<file path="src/rtl/window_open_scheduler_if.sv">
// Interface bundling the sensor/control inputs and the actuator/display outputs
// of window_open_scheduler.
//   active    1      airing enabled
//   mode      1      0 = cooling, 1 = heating
//   win_mask  N_WIN  1 = window installed
//   ETR       TW     external temperature reading
//   RTR       TW     room temperature reading
//   CLR       1      one-cycle close command for window ID_WO
//   LED       2      00 idle, 01 open-cooling, 10 open-heating, 11 fault
//   T_WO      1      a window is currently open
//   ID_WO     ID_W   index of the open / closing window
// master: the control side (drives inputs); slave: the scheduler.
interface window_open_scheduler_if #(
    parameter int TW    = 6,
    parameter int N_WIN = 5,
    parameter int ID_W  = (N_WIN > 1) ? $clog2(N_WIN) : 1
);
    logic             active;
    logic             mode;
    logic [N_WIN-1:0] win_mask;
    logic [TW-1:0]    ETR;
    logic [TW-1:0]    RTR;
    logic             CLR;
    logic [1:0]       LED;
    logic             T_WO;
    logic [ID_W-1:0]  ID_WO;

    modport master (
        output active, mode, win_mask, ETR, RTR,
        input  CLR, LED, T_WO, ID_WO
    );

    modport slave (
        input  active, mode, win_mask, ETR, RTR,
        output CLR, LED, T_WO, ID_WO
    );
endinterface

</file>
<file path="src/rtl/window_open_scheduler.sv">
// Round-robin window airing scheduler. Opens installed windows one at a time for
// OPEN_CYC cycles while outside air helps the selected mode (cooling or heating),
// with hysteresis, qualification debounce and a sensor-fault state.
// Ports:
//   clk   system clock, rising edge
//   rst   synchronous, active-high reset
//   bus   window_open_scheduler_if.slave (active, mode, win_mask, ETR, RTR in;
//         CLR, LED, T_WO, ID_WO out, all registered)
//
// state   | meaning
// --------+-----------------------------------------------------------------
// S_IDLE  | all windows closed, counting consecutive qualifying cycles
// S_OPEN  | window ID_WO open, open timer counting down
// S_CLOSE | one-cycle close pulse for ID_WO, pointer advanced past it
// S_FAULT | reading out of range, waiting for STABLE_CYC clean cycles
module window_open_scheduler #(
    parameter int TW         = 6,
    parameter int N_WIN      = 5,
    parameter int HYST       = 2,
    parameter int STABLE_CYC = 4,
    parameter int OPEN_CYC   = 10,
    parameter int T_MAX      = 50
) (
    input  logic                   clk,
    input  logic                   rst,
    window_open_scheduler_if.slave bus
);
    localparam int ID_W = (N_WIN > 1) ? $clog2(N_WIN) : 1;
    localparam int QW   = $clog2(STABLE_CYC + 1);
    localparam int OW   = $clog2(OPEN_CYC + 1);

    localparam logic [TW:0]   HYST_W   = (TW + 1)'(HYST);
    localparam logic [TW:0]   T_MAX_W  = (TW + 1)'(T_MAX);
    localparam logic [QW-1:0] STABLE_V = QW'(STABLE_CYC);
    localparam logic [OW-1:0] OPEN_V   = OW'(OPEN_CYC);
    localparam logic [OW-1:0] OW_ONE   = OW'(1);

    localparam logic [1:0] LED_IDLE  = 2'b00;
    localparam logic [1:0] LED_COOL  = 2'b01;
    localparam logic [1:0] LED_HEAT  = 2'b10;
    localparam logic [1:0] LED_FAULT = 2'b11;

    typedef enum logic [1:0] {
        S_IDLE,
        S_OPEN,
        S_CLOSE,
        S_FAULT
    } state_t;

    state_t          state_q, state_d;
    logic [QW-1:0]   qcnt_q, qcnt_d;
    logic [OW-1:0]   timer_q, timer_d;
    logic [ID_W-1:0] ptr_q, ptr_d;
    logic            clr_q, clr_d;
    logic [1:0]      led_q, led_d;
    logic            t_wo_q, t_wo_d;
    logic [ID_W-1:0] id_wo_q, id_wo_d;

    logic [TW:0]     etr_w, rtr_w;
    logic            cond, qual, fault, cur_inst;
    logic [1:0]      led_mode;
    logic [QW-1:0]   qcnt_inc;
    logic [N_WIN-1:0] rot;
    logic [ID_W-1:0] off;
    logic [ID_W:0]   idx_sum;
    logic [ID_W-1:0] nxt_idx;
    logic [ID_W-1:0] ptr_wrap;

    // Widen by one bit so RTR+HYST / ETR+HYST cannot overflow.
    assign etr_w = {1'b0, bus.ETR};
    assign rtr_w = {1'b0, bus.RTR};

    assign cond  = bus.mode ? (etr_w >= (rtr_w + HYST_W))
                            : ((etr_w + HYST_W) <= rtr_w);
    assign qual  = bus.active & cond & (|bus.win_mask);
    assign fault = (etr_w > T_MAX_W) | (rtr_w > T_MAX_W);

    assign led_mode = bus.mode ? LED_HEAT : LED_COOL;
    assign qcnt_inc = qcnt_q + QW'(1);

    // Shift avoids indexing win_mask with an ID that may exceed N_WIN-1.
    assign cur_inst = |(bus.win_mask & (N_WIN'(1) << id_wo_q));

    assign ptr_wrap = (id_wo_q == ID_W'(N_WIN - 1)) ? '0 : (id_wo_q + ID_W'(1));

    // Round-robin pick: rotate the mask so bit 0 is the pointer position, find
    // the lowest set bit, then rotate the offset back into window space.
    always_comb begin
        rot = N_WIN'({bus.win_mask, bus.win_mask} >> ptr_q);
        off = '0;
        for (int i = N_WIN - 1; i >= 0; i--) begin
            if (rot[i]) begin
                off = ID_W'(i);
            end
        end
        idx_sum = {1'b0, ptr_q} + {1'b0, off};
        if (idx_sum >= (ID_W + 1)'(N_WIN)) begin
            idx_sum = idx_sum - (ID_W + 1)'(N_WIN);
        end
        nxt_idx = idx_sum[ID_W-1:0];
    end

    always_ff @(posedge clk) begin
        if (rst) begin
            state_q <= S_IDLE;
            qcnt_q  <= '0;
            timer_q <= '0;
            ptr_q   <= '0;
            clr_q   <= 1'b0;
            led_q   <= LED_IDLE;
            t_wo_q  <= 1'b0;
            id_wo_q <= '0;
        end else begin
            state_q <= state_d;
            qcnt_q  <= qcnt_d;
            timer_q <= timer_d;
            ptr_q   <= ptr_d;
            clr_q   <= clr_d;
            led_q   <= led_d;
            t_wo_q  <= t_wo_d;
            id_wo_q <= id_wo_d;
        end
    end

    always_comb begin
        state_d = state_q;
        qcnt_d  = qcnt_q;
        timer_d = timer_q;
        ptr_d   = ptr_q;
        clr_d   = 1'b0;
        led_d   = led_q;
        t_wo_d  = t_wo_q;
        id_wo_d = id_wo_q;

        if (fault) begin
            // Fault overrides every transition; only an open window gets closed.
            state_d = S_FAULT;
            qcnt_d  = '0;
            clr_d   = (state_q == S_OPEN);
            t_wo_d  = 1'b0;
            led_d   = LED_FAULT;
        end else begin
            case (state_q)
                S_IDLE: begin
                    led_d  = LED_IDLE;
                    t_wo_d = 1'b0;
                    if (qual) begin
                        if (qcnt_inc == STABLE_V) begin
                            qcnt_d  = '0;
                            state_d = S_OPEN;
                            timer_d = OPEN_V;
                            id_wo_d = nxt_idx;
                            t_wo_d  = 1'b1;
                            led_d   = led_mode;
                        end else begin
                            qcnt_d = qcnt_inc;
                        end
                    end else begin
                        qcnt_d = '0;
                    end
                end

                S_OPEN: begin
                    // Timer reaches 0 exactly on the edge that ends the OPEN_CYC-th cycle.
                    timer_d = timer_q - OW_ONE;
                    if ((timer_q == OW_ONE) || !qual || !cur_inst) begin
                        state_d = S_CLOSE;
                        clr_d   = 1'b1;
                        t_wo_d  = 1'b0;
                        ptr_d   = ptr_wrap;
                    end else begin
                        led_d = led_mode;
                    end
                end

                S_CLOSE: begin
                    // A zero timer means the window ran its full time, so the
                    // next one opens directly without requalifying.
                    if (qual && (timer_q == '0)) begin
                        state_d = S_OPEN;
                        timer_d = OPEN_V;
                        id_wo_d = nxt_idx;
                        t_wo_d  = 1'b1;
                        led_d   = led_mode;
                    end else begin
                        state_d = S_IDLE;
                        qcnt_d  = '0;
                        led_d   = LED_IDLE;
                        t_wo_d  = 1'b0;
                    end
                end

                S_FAULT: begin
                    t_wo_d = 1'b0;
                    led_d  = LED_FAULT;
                    if (qcnt_inc == STABLE_V) begin
                        state_d = S_IDLE;
                        qcnt_d  = '0;
                        led_d   = LED_IDLE;
                    end else begin
                        qcnt_d = qcnt_inc;
                    end
                end

                default: begin
                    state_d = S_IDLE;
                end
            endcase
        end
    end

    assign bus.CLR   = clr_q;
    assign bus.LED   = led_q;
    assign bus.T_WO  = t_wo_q;
    assign bus.ID_WO = id_wo_q;
endmodule
</file>
<file path="src/flat_wrapper.sv">
// flat-port wrapper written by rule: the top's interface ports become plain ports
module window_open_scheduler_flat 
#(
    parameter int TW         = 6,
    parameter int N_WIN      = 5,
    parameter int HYST       = 2,
    parameter int STABLE_CYC = 4,
    parameter int OPEN_CYC   = 10,
    parameter int T_MAX      = 50
)
  (clk, rst, bus_active, bus_mode, bus_win_mask, bus_ETR, bus_RTR, bus_CLR, bus_LED, bus_T_WO, bus_ID_WO);
  window_open_scheduler_if #(.TW(TW), .N_WIN(N_WIN)) bus_i ();
  input  logic clk;
  input  logic rst;
  input wire logic [$bits(bus_i.active)-1:0] bus_active;
  input wire logic [$bits(bus_i.mode)-1:0] bus_mode;
  input wire logic [$bits(bus_i.win_mask)-1:0] bus_win_mask;
  input wire logic [$bits(bus_i.ETR)-1:0] bus_ETR;
  input wire logic [$bits(bus_i.RTR)-1:0] bus_RTR;
  output wire logic [$bits(bus_i.CLR)-1:0] bus_CLR;
  output wire logic [$bits(bus_i.LED)-1:0] bus_LED;
  output wire logic [$bits(bus_i.T_WO)-1:0] bus_T_WO;
  output wire logic [$bits(bus_i.ID_WO)-1:0] bus_ID_WO;
  assign bus_i.active = bus_active;
  assign bus_i.mode = bus_mode;
  assign bus_i.win_mask = bus_win_mask;
  assign bus_i.ETR = bus_ETR;
  assign bus_i.RTR = bus_RTR;
  assign bus_CLR = bus_i.CLR;
  assign bus_LED = bus_i.LED;
  assign bus_T_WO = bus_i.T_WO;
  assign bus_ID_WO = bus_i.ID_WO;
  window_open_scheduler #(.TW(TW), .N_WIN(N_WIN), .HYST(HYST), .STABLE_CYC(STABLE_CYC), .OPEN_CYC(OPEN_CYC), .T_MAX(T_MAX)) u_core (.clk(clk), .rst(rst), .bus(bus_i));
endmodule
</file>
<file path="config.mk">
export PLATFORM = sky130hd
export DESIGN_NAME = window_open_scheduler_flat
export DESIGN_NICKNAME = d
export VERILOG_FILES = /design/src/rtl/window_open_scheduler_if.sv /design/src/rtl/window_open_scheduler.sv /design/src/flat_wrapper.sv
export SDC_FILE = /design/constraint.sdc
export NUM_CORES = 1
export LEC_CHECK = 0
export CAP_MARGIN = 20
export CORE_AREA = 2 2 73 103
export CTS_BUF_LIST = sky130_fd_sc_hd__clkbuf_4 sky130_fd_sc_hd__clkbuf_8 sky130_fd_sc_hd__clkbuf_16
export DETAILED_ROUTE_END_ITERATION = 10
export DIE_AREA = 0 0 75 105
export RECOVER_POWER = 100
export SYNTH_ARGS = -nofsm -noshare
export SYNTH_HDL_FRONTEND = slang
export SYNTH_SLANG_ARGS = --single-unit
</file>
<file path="constraint.sdc">
create_clock -name clk -period 4.07 [get_ports clk]
set_input_delay 1.221 -clock clk [delete_from_list [all_inputs] [get_ports clk]]
set_output_delay 1.221 -clock clk [all_outputs]
set_load 0.01 [all_outputs]
</file>
After elaboration in Yosys (flattened, before gate mapping)
Cells that the tools add are included.
{ "word_totals": {"reg_bits": 19} }
{ "classes": {"n_lt_le_gt_ge": 5, "n_reduce_logical": 18, "bitwise": 5, "n_mux": 43, "eq_ne": 16, "shifts": 2, "addsub": 7} }
{ "op_table": {"columns": ["operator", "count"], "rows": [
  ["$mux 3", 13],
  ["$mux 2", 12],
  ["$pmux 2 s4", 2],
  ["$add 6x2->7 const B", 2],
  ["$gt 6x6->1 const B", 2],
  ["$mux 4", 3],
  ["$pmux 4 s3", 1],
  ["$reduce_and 5->1", 2],
  ["$reduce_or 5->1", 2],
  ["$shr 10x3->5", 1],
  ["$mux 1", 9],
  ["$ne 3x1->1 const B", 3],
  ["$pmux 3 s3", 1],
  ["$ge 6x7->1", 1],
  ["$le 7x6->1", 1],
  ["$add 3x1->3 const B", 2],
  ["$eq 3x3->1 const B", 2],
  ["$ne 2x1->1 const B", 3],
  ["$ne 3x2->1 const B", 2],
  ["$pmux 3 s2", 1],
  ["$reduce_bool 3->1", 2],
  ["$and 5x5->5", 1],
  ["$shl 1x3->5 const A", 1],
  ["$add 3x3->4", 1],
  ["21 further kinds", 26]
]} }

Depth between registers and ports, before layout
Gate-level depths: netlist of run 1.
{ "logic_depth": {"depth_word": 12, "depth_mapped": 18, "depth_no_buf": 17} }

Least setup slack after synthesis of run 1
OpenSTA, ideal clock, no wires.
{ "synth_timing": {"kind": "input -> register", "from": "in bus_win_mask[2]", "to": "reg u_core.id_wo_q[2], in the netlist u_core.bus.ID_WO[2]", "arrival_ns": 4.047, "path_stages": 16, "path_buffers": 0, "required_time_ns": 3.942, "path_slack_ns": -0.105, "cell_sequence": "mux2i_1 > mux4_2 > nor2_1 > nor2_1 > o31ai_1 > ha_1 > fa_1 > inv_1 > ha_1 > nor2b_1 > o21ai_0 > a211oi_1 > nor2_1 > xnor2_1 > mux2i_1 > nor2_1"} }
{ "synth_via": {"elab_chain_len": 12, "word_cells_on_any_way": 20} }
{ "synth_lines": {"columns": ["item", "line_no", "rtl"], "rows": [
  ["start: declaration", "flat_wrapper.sv:17", "input wire logic [$bits(bus_i.win_mask)-1:0] bus_win_mask;"],
  ["$shr 10x3->5", "window_open_scheduler.sv:89", "rot = N_WIN'({bus.win_mask, bus.win_mask} >> ptr_q);"],
  ["$mux 3 (5 in series)", "window_open_scheduler.sv:92", "if (rot[i]) begin"],
  ["$add 3x3->4", "window_open_scheduler.sv:96", "idx_sum = {1'b0, ptr_q} + {1'b0, off};"],
  ["$ge 4x3->1 / $sub 3x3->3 (equally long branches)", "window_open_scheduler.sv:97, window_open_scheduler.sv:98", null],
  ["$mux 3", "window_open_scheduler.sv:97", "if (idx_sum >= (ID_W + 1)'(N_WIN)) begin"],
  ["$mux 3", "window_open_scheduler.sv:148", "if (qcnt_inc == STABLE_V) begin"],
  ["$mux 3", "window_open_scheduler.sv:147", "if (qual) begin"],
  ["$pmux 3 s2", "window_open_scheduler.sv:143", "case (state_q)"],
  ["end signal: assignment", "window_open_scheduler.sv:121", "id_wo_q <= id_wo_d;"],
  ["end: declaration", "window_open_scheduler.sv:57", "logic [ID_W-1:0] id_wo_q, id_wo_d;"]
]} }
Several ways; a longest one is shown, not always the timed one. The select of a mux whose other input is x is not followed.
A chain may end at the register's enable or synchronous reset.

Worst setup path in the final report of run 1
{ "layout_timing": {"from": "in bus_win_mask[1]", "to": "reg u_core.id_wo_q[2], in the netlist u_core.bus.ID_WO[2]"} }
Same word-level chain as after synthesis.

==> summary.txt, run 1 <==
Run status
  • Status: finished clean

Synthesis
  • Mapped Nets: 301
  • Yosys cell types: 52
  • Synth top area share: about a fifth
  • Compound-Gate Fraction of Synth Area: around a quarter
  • Number of flops mapped to enable cells by yosys: 0
  • Post-synth top cells: nor2_1 (30), ha_1 (28), inv_1 (22)
  • Cell count after synthesis: approximately 250
  • Synth Area in Simple Gates: 18.61%
  • Synth Register Bits: 19
  • Average size of a mapped cell: ~8.1 um^2
  • Sequential-to-total area share from yosys stat: between 10% and 20%
  • YS warnings: 0
  • Area contributors post-synth: dfxtp_1 (19%), ha_1 (17%), mux2i_1 (6.4%), nor2_1 (5.6%), inv_1 (4.1%)
  • Cell taking the most area after synthesis: dfxtp_1
  • Mux cell area share after synthesis: approximately a tenth
  • Primary FF master, synth: dfxtp_1
  • Synth async-reset ratio: 0%
  • Post-Synth Adder-Cell Area: between 10% and 20%
  • Post-Syn Area: 0.002023 mm^2
  • Main combinational cell family by area after synthesis: compound AO/OA/AOI/OAI gates
  • Top-count cell post-synth: nor2_1
  • Synth Area in XOR/XNOR: 4.329%

Clock tree
  • Clock-pin slew on the worst setup and hold paths: ~70 ps
  • Clk_lat worst skew: about 250 ps
  • CTS Root Buffer Type: clkbuf_8
  • Clock sink count: 19
  • Max clock buf depth: 2
  • Total CTS buffers: 3
  • CTS tree: built
  • H-Tree Depth: 1
  • Hold Buf Count CTS: 0

Route
  • Via density per instance: about 5
  • Total number of vias: approximately 2100
  • 1st-iter DRT viols: 63
  • Residual DRC: 0
  • DR WL/cell: approximately 13 um
  • Pre-antenna DRT Iters: 4
  • Antenna Violating Nets Remaining: 0
  • Final WL: 5428 um

Setup path
  • Required time of the critical path: between 4000 and 5000 ps
  • Crit path DAT: ~4200 ps
  • CP top delay family: adder cells
  • Crit. End Element: flip-flop
  • Worst path slowest cell: fa_1
  • CP peak stage delay: 550 ps
  • Worst-path fanout max: 4
  • Critical path cell sequence: buf_4 > nor2b_1 > a211oi_4 > a21oi_2 > nor2_1 > o211ai_1 > o31ai_2 > ha_2 > fa_1 > inv_2 > ha_2 > nor2b_4 > nor3b_2 > a211oi_2 > buf_4 > nor2_4 > xnor2_2 > mux2i_1 > nor2_1
  • CP Class: in2reg
  • WP buf/inv: 3
  • CP Launch Type: primary input

Timing
  • Fin. max-slew vios: 0
  • Worst-Margin Slew: 565.1 ps
  • Final count of hold timing violations: 0
  • Final Critical Period: 4037 ps
  • Tcrit/Tclk final: 99.18%
  • Setup Viol. Count Final: 0
  • Setup Skew: 1.461 ps
  • Peak Freq: around 250 MHz
  • Max-slew headroom: 62.28%
  • WHS: between 400 and 500 ps
  • Unrepaired setup endpoints after global routing: yes

Placement
  • DP HPWL: approximately 4300 um
  • Number of port buffers: 27
  • RD Place Congestion: 0.8309
  • Cell area after placement: between 0.002 and 0.003 mm^2

Layout
  • Design area: 0.002913 mm^2
  • Antenna fix cells: 0
  • Final-stage net count: 375
  • P&R area growth vs syn: 43.97%
  • Layout cells sized above 1: 27.78%
  • Final core utilization: between 40 and 50%

Power
  • Switching Share: between 30% and 40%
  • Register share of total power: 31.7%
  • Pwr/cell area: 238.7 mW/mm^2
  • Maximum vdd drop: between 0.0001 and 0.00015 V
  • Logic pwr share: about half
  • Net load switching power: around 250 uW
  • Pleak: between 0.001 and 0.0015 uW
  • Clock power frac: 19.9%
  • Internal: about 450 uW

Die
  • Die height: between 100 and 150 um
  • Starting Density: between 20% and 30%
  • Die area: just under 0.008 mm^2
  • # IOs: 28
  • CORE AREA: ~0.0069 mm^2
  • Site Rows: 36
  • Die Wd: about 75 um

Global route
  • Largest net degree at the start of global routing: 15
  • Tot GR Track Use: approximately 14%
  • Initial antenna violation count: 0
  • Vias in the first global route: 2130
  • Remaining global-route overflow: 0
  • First-pass GRT wire length: just over 9000 um

Min path
  • Worst Hold Class: reg2reg

Job
  • Max_cap viols: 0
-- sequential cells by signal, summed over array words and instances (netlist names) --
name              cells
u_core.bus.ID_WO      3
u_core.state_q        2
u_core.timer_q        4
u_core.ptr_q          3
u_core.bus.LED        2
u_core.bus.CLR        1
u_core.qcnt_q         3
u_core.bus.T_WO       1
-- through the flow --
step	setup WS, ps	setup TNS [ps]	power [uW]	cells
floorplan	34.07	0	393.8	251
global placement	-648.3	-2227	524.5	411
detailed placement	-749.0	-2354	527.7	411
CTS	30.93	0	685.6	418
global route	-177.6	-807.6	749.7	419
finish	33.37	0	695.2	419
-- final timing paths --
| check | startpoint | end | slack (ps) | cells past startpoint |
|---|---|---|---|---|
| worst max-delay path | bus_win_mask[1] | u_core.bus.ID_WO[2]$_SDFFE_PP0P_ | 30 | 19 |
| worst min-delay path | u_core.timer_q[1]$_SDFFE_PP0P_ | u_core.timer_q[1]$_SDFFE_PP0P_ | 490 | 1 |
| worst max register to register | u_core.ptr_q[2]$_SDFFE_PP0P_ | u_core.bus.ID_WO[2]$_SDFFE_PP0P_ | 310 | 17 |
| worst min register to register | u_core.timer_q[1]$_SDFFE_PP0P_ | u_core.timer_q[1]$_SDFFE_PP0P_ | 490 | 1 |
-- metal layers --
layer	GRT usage, %	wire length [um]	vias up
met5	0	0	-
met2	27.44	3062	43
met4	3.827	59	0
met3	0.8679	148	4
li1	-	-	1080
met1	16.00	2157	984
-- layout by cell type, fill, tap and decap left out, types with 4 or more instances in the layout --
| master | synthesis | final |
|---|---|---|
| buf_4 | 0 | 43 |
| nor2_1 | 30 | 25 |
| ha_1 | 28 | 25 |
| inv_1 | 22 | 20 |
| dfxtp_1 | 19 | 19 |
| nand2_1 | 15 | 15 |
| clkdlybuf4s50_1 | 0 | 14 |
| mux2i_1 | 13 | 12 |
| o21ai_0 | 13 | 12 |
| a21oi_1 | 11 | 9 |
| nor3_1 | 9 | 9 |
| dlygate4sd3_1 | 0 | 8 |
| xnor2_1 | 8 | 7 |
| nand3_1 | 5 | 5 |
| a211oi_1 | 7 | 5 |
| buf_6 | 0 | 5 |
| nor2_2 | 0 | 4 |
| a31oi_1 | 4 | 4 |
| clkbuf_4 | 0 | 4 |
-- what timing repair did --
action	4_1_cts	5_1_grt
resized for setup	33	25
pin swaps	10	13
endpoints found under the hold margin	0	0
endpoints found under the setup margin	3	4
setup buffers	3	1
-- area by class of cell --
cell class,count,area (um^2)
fill,703,3979
multi-input combinational,204,1640
timing repair buffer,75,641.9
sequential,19,380.4
tap,95,118.9
inverter,22,82.58
clock buffer,4,48.80
-- power groups by stage --
stage,combinational [uW],clock [uW],sequential [uW]
2_1_floorplan,179,0,215
3_3_place_gp,300,0,224
3_5_place_dp,304,0,224
4_1_cts,324,142,220
5_1_grt,376,151,224
6_report,336,138,221
-- cells by family after synthesis --
kind of cell | count (synthesis)
mux | 17
compound gates | 69
simple gates | 79
flops | 19
fa+ha+maj | 29
xor+xnor | 10
buf+inv | 28
(Power assumes the default switching activity.)
==> run 2: changes to the inputs <==
--- a/config.mk
+++ b/config.mk
@@ -5,6 +5,7 @@
 export SDC_FILE = /design/constraint.sdc
 export NUM_CORES = 1
 export LEC_CHECK = 0
+export ABC_CLOCK_PERIOD_IN_PS = 5100
 export CAP_MARGIN = 20
 export CORE_AREA = 2 2 73 103
 export CTS_BUF_LIST = sky130_fd_sc_hd__clkbuf_4 sky130_fd_sc_hd__clkbuf_8 sky130_fd_sc_hd__clkbuf_16
==> constraint.sdc (replaced) <==
create_clock -name clk -period 5.1 [get_ports clk]
set_input_delay 1.53 -clock clk [delete_from_list [all_inputs] [get_ports clk]]
set_output_delay 1.53 -clock clk [all_outputs]
set_load 0.01 [all_outputs]
==> run 2 against run 1 <==
  * Global-route usage down 0.86 points
  * Critical endpoint is now u_core.bus.ID_WO[0]$_SDFFE_PP0P_
  * Critical path type unchanged
  * Core utilization down 5.3 points
  * Count of clock-buffer cells in the layout unchanged
  * Largest power group unchanged
  * Highest routed layer unchanged
==> summary.txt, run 2 (same netlist as run 1, synthesis figures left out) <==
Layout
  • Commonest non-fill, non-tap cells in the layout: nor2_1 (28), ha_1 (27), inv_1 (22)
  • Layout cells sized above 1: 11.07% (-17 points)
  • Largest Register: u_core.timer_q
  • Final-stage net count: 340 (-9.3%)
  • Largest register FFs: 4 (unchanged)
  • Final core utilization: 36.93% (-5.3 points)
  • Final cell count without fillers: 384 (-8.4%)
  • Antenna fix cells: 0 (unchanged)
  • Most common cell after layout, fill and taps aside: nor2_1
  • P&R area growth vs syn: 25.79%

Die
  • Die height: 105 um (unchanged)
  • Die area: 0.007875 mm^2 (unchanged)
  • Starting Density: 29.36% (unchanged)
  • Site Rows: 36 (unchanged)
  • Die Wd: 75 um (unchanged)
  • CORE AREA: 0.006892 mm^2 (unchanged)
  • # IOs: 28 (unchanged)

Global route
  • Gr busiest metal: met2
  • Tot GR Track Use: 13.40% (-0.86 points)
  • Largest net degree at the start of global routing: 15 (unchanged)
  • Remaining global-route overflow: 0 (unchanged)
  • M1 GR Usage: 14.23% (-1.8 points)
  • Vias in the first global route: 1988 (-6.7%)
  • Initial antenna violation count: 0 (unchanged)
  • First-pass GRT wire length: 8597 um (-7.0%)
  • Met3 GRT Util: 1.639% (+0.77 points)
  • M2 GR Usage: 25.63% (-1.8 points)

Timing
  • Final count of hold timing violations: 0 (unchanged)
  • Peak Freq: between 200 and 250 MHz
  • Final Critical Period: ~5000 ps
  • Setup Viol. Count Final: 0 (unchanged)
  • Setup Skew: 5.939 ps (+4.478 ps)
  • Tcrit/Tclk final: about 95%
  • Worst-Margin Slew: 684.7 ps (+119.6 ps)
  • Fin. max-slew vios: 0 (unchanged)
  • Max-slew headroom: 54.08% (-8.2 points)

Clock tree
  • Total CTS buffers: 3 (unchanged)
  • CTS Root Buffer Type: clkbuf_8
  • CTS tree: built
  • Clock sink count: 19 (unchanged)
  • Hold Buf Count CTS: 0 (unchanged)
  • Max clock buf depth: 2 (unchanged)
  • Clk_lat worst skew: 250 ps (about the same)
  • H-Tree Depth: 1 (unchanged)
  • Clock-pin slew on the worst setup and hold paths: 70 ps (about the same)

Placement
  • Placed insts: 379 (-7.8%)
  • RD Place Congestion: 0.8244 (-0.78%)
  • DP HPWL: 4193 um (-3.1%)
  • Number of port buffers: 27 (unchanged)

Min path
  • Worst Hold Class: reg2reg
  • Worst Hold Path Cells: 1 (unchanged)

Route
  • Residual DRC: 0 (unchanged)
  • Pre-antenna DRT Iters: 5 (+1)
  • Via density per instance: 5.221 (+3.6%)
  • Final WL: 5178 um (-4.6%)
  • Antenna Violating Nets Remaining: 0 (unchanged)
  • 1st-iter DRT viols: 42 (-33%)
  • DR WL/cell: 13.48 um (+4.1%)
  • Total number of vias: 2005 (-5.0%)

Power
  • Maximum vdd drop: 0.0001395 V (+31%)
  • Pwr/cell area: 197.8 mW/mm^2 (-17%)
  • Pleak: 0.001036 uW (-15%)

Setup path
  • Worst-path fanout max: 4 (unchanged)
  • CP Launch Type: primary input
  • Crit path DAT: 4990 ps (+810 ps)
  • Crit. End Element: flip-flop
  • CP Class: in2reg
  • FF-to-FF path depth: 17 (unchanged)
  • Required time of the critical path: 5230 ps (+1010 ps)

Run status
  • Status: finished clean

Job
  • Max_cap viols: 0 (unchanged)
==> run 2: cell count changes in the layout (fill, tap and decap cells not counted), sizes merged <==
cell / change
clkbuf: -4
dlymetal6s2s: +2
clkdlybuf4s50: +3
buf: -36
==> run 2: final timing paths <==
check	from	to	slack (ps)
setup / recovery	bus_win_mask[0]	u_core.bus.ID_WO[0]$_SDFFE_PP0P_	240
hold / removal	u_core.timer_q[1]$_SDFFE_PP0P_	u_core.timer_q[1]$_SDFFE_PP0P_	500
setup reg to reg	u_core.ptr_q[2]$_SDFFE_PP0P_	u_core.bus.ID_WO[0]$_SDFFE_PP0P_	1280
hold reg to reg	u_core.timer_q[1]$_SDFFE_PP0P_	u_core.timer_q[1]$_SDFFE_PP0P_	500
==> run 2: where the power goes <==
group	internal, uW	switching, uW	total [uW]
combinational	102	115	217
sequential	160	15.9	176
clock	60.8	49.2	110
total	324	180	503
==> run 2: area by class of cell <==
class	instances	area, um^2
timing repair buffer	40	372.9
multi-input combinational	204	1541
tap	95	118.9
fill	734	4347
inverter	22	82.58
clock buffer	4	48.80
sequential	19	380.4
==> run 2: through the flow <==
| stage | setup slack [ps] | hold slack, ps | setup TNS, ps | total power, uW | cell area, um^2 |
|---|---|---|---|---|---|
| after floorplan | 616.1 | 457.1 | 0 | 313.4 | 2023 |
| after global placement | -16.07 | 480.6 | -29.55 | 387.8 | 2479 |
| after detailed placement | -142.2 | 483.1 | -320.3 | 391.0 | 2479 |
| after CTS | 103.8 | 499.9 | 0 | 502.5 | 2527 |
| after global routing | -14.00 | 520.4 | -14.00 | 541.3 | 2545 |
| final | 235.1 | 498.3 | 0 | 503.3 | 2545 |
==> run 2: what timing repair did <==
item                                    in CTS  in global routing
resized for setup                            0                  9
setup buffers                                0                  1
endpoints found under the setup margin       0                  3
==> run 2: critical path, stage by stage <==
cell,delay (ps)
clkdlybuf4s50_1,490
mux2i_1,80
mux4_2,530
nor2_2,120
nor2_1,40
o31ai_1,270
ha_2,240
fa_1,450
inv_1,100
ha_1,180
nor2b_4,160
o21ai_0,80
a211oi_1,210
buf_4,170
xnor2_1,120
nor3_1,60
a21oi_1,120
nor2_1,50
==> run 2: layer usage <==
metal  vias up  part of all wire, %
met5         -                    0
met4         0                  2.4
met3        17                  3.1
met2        40                   53
met1       942                   41
li1       1006                    -
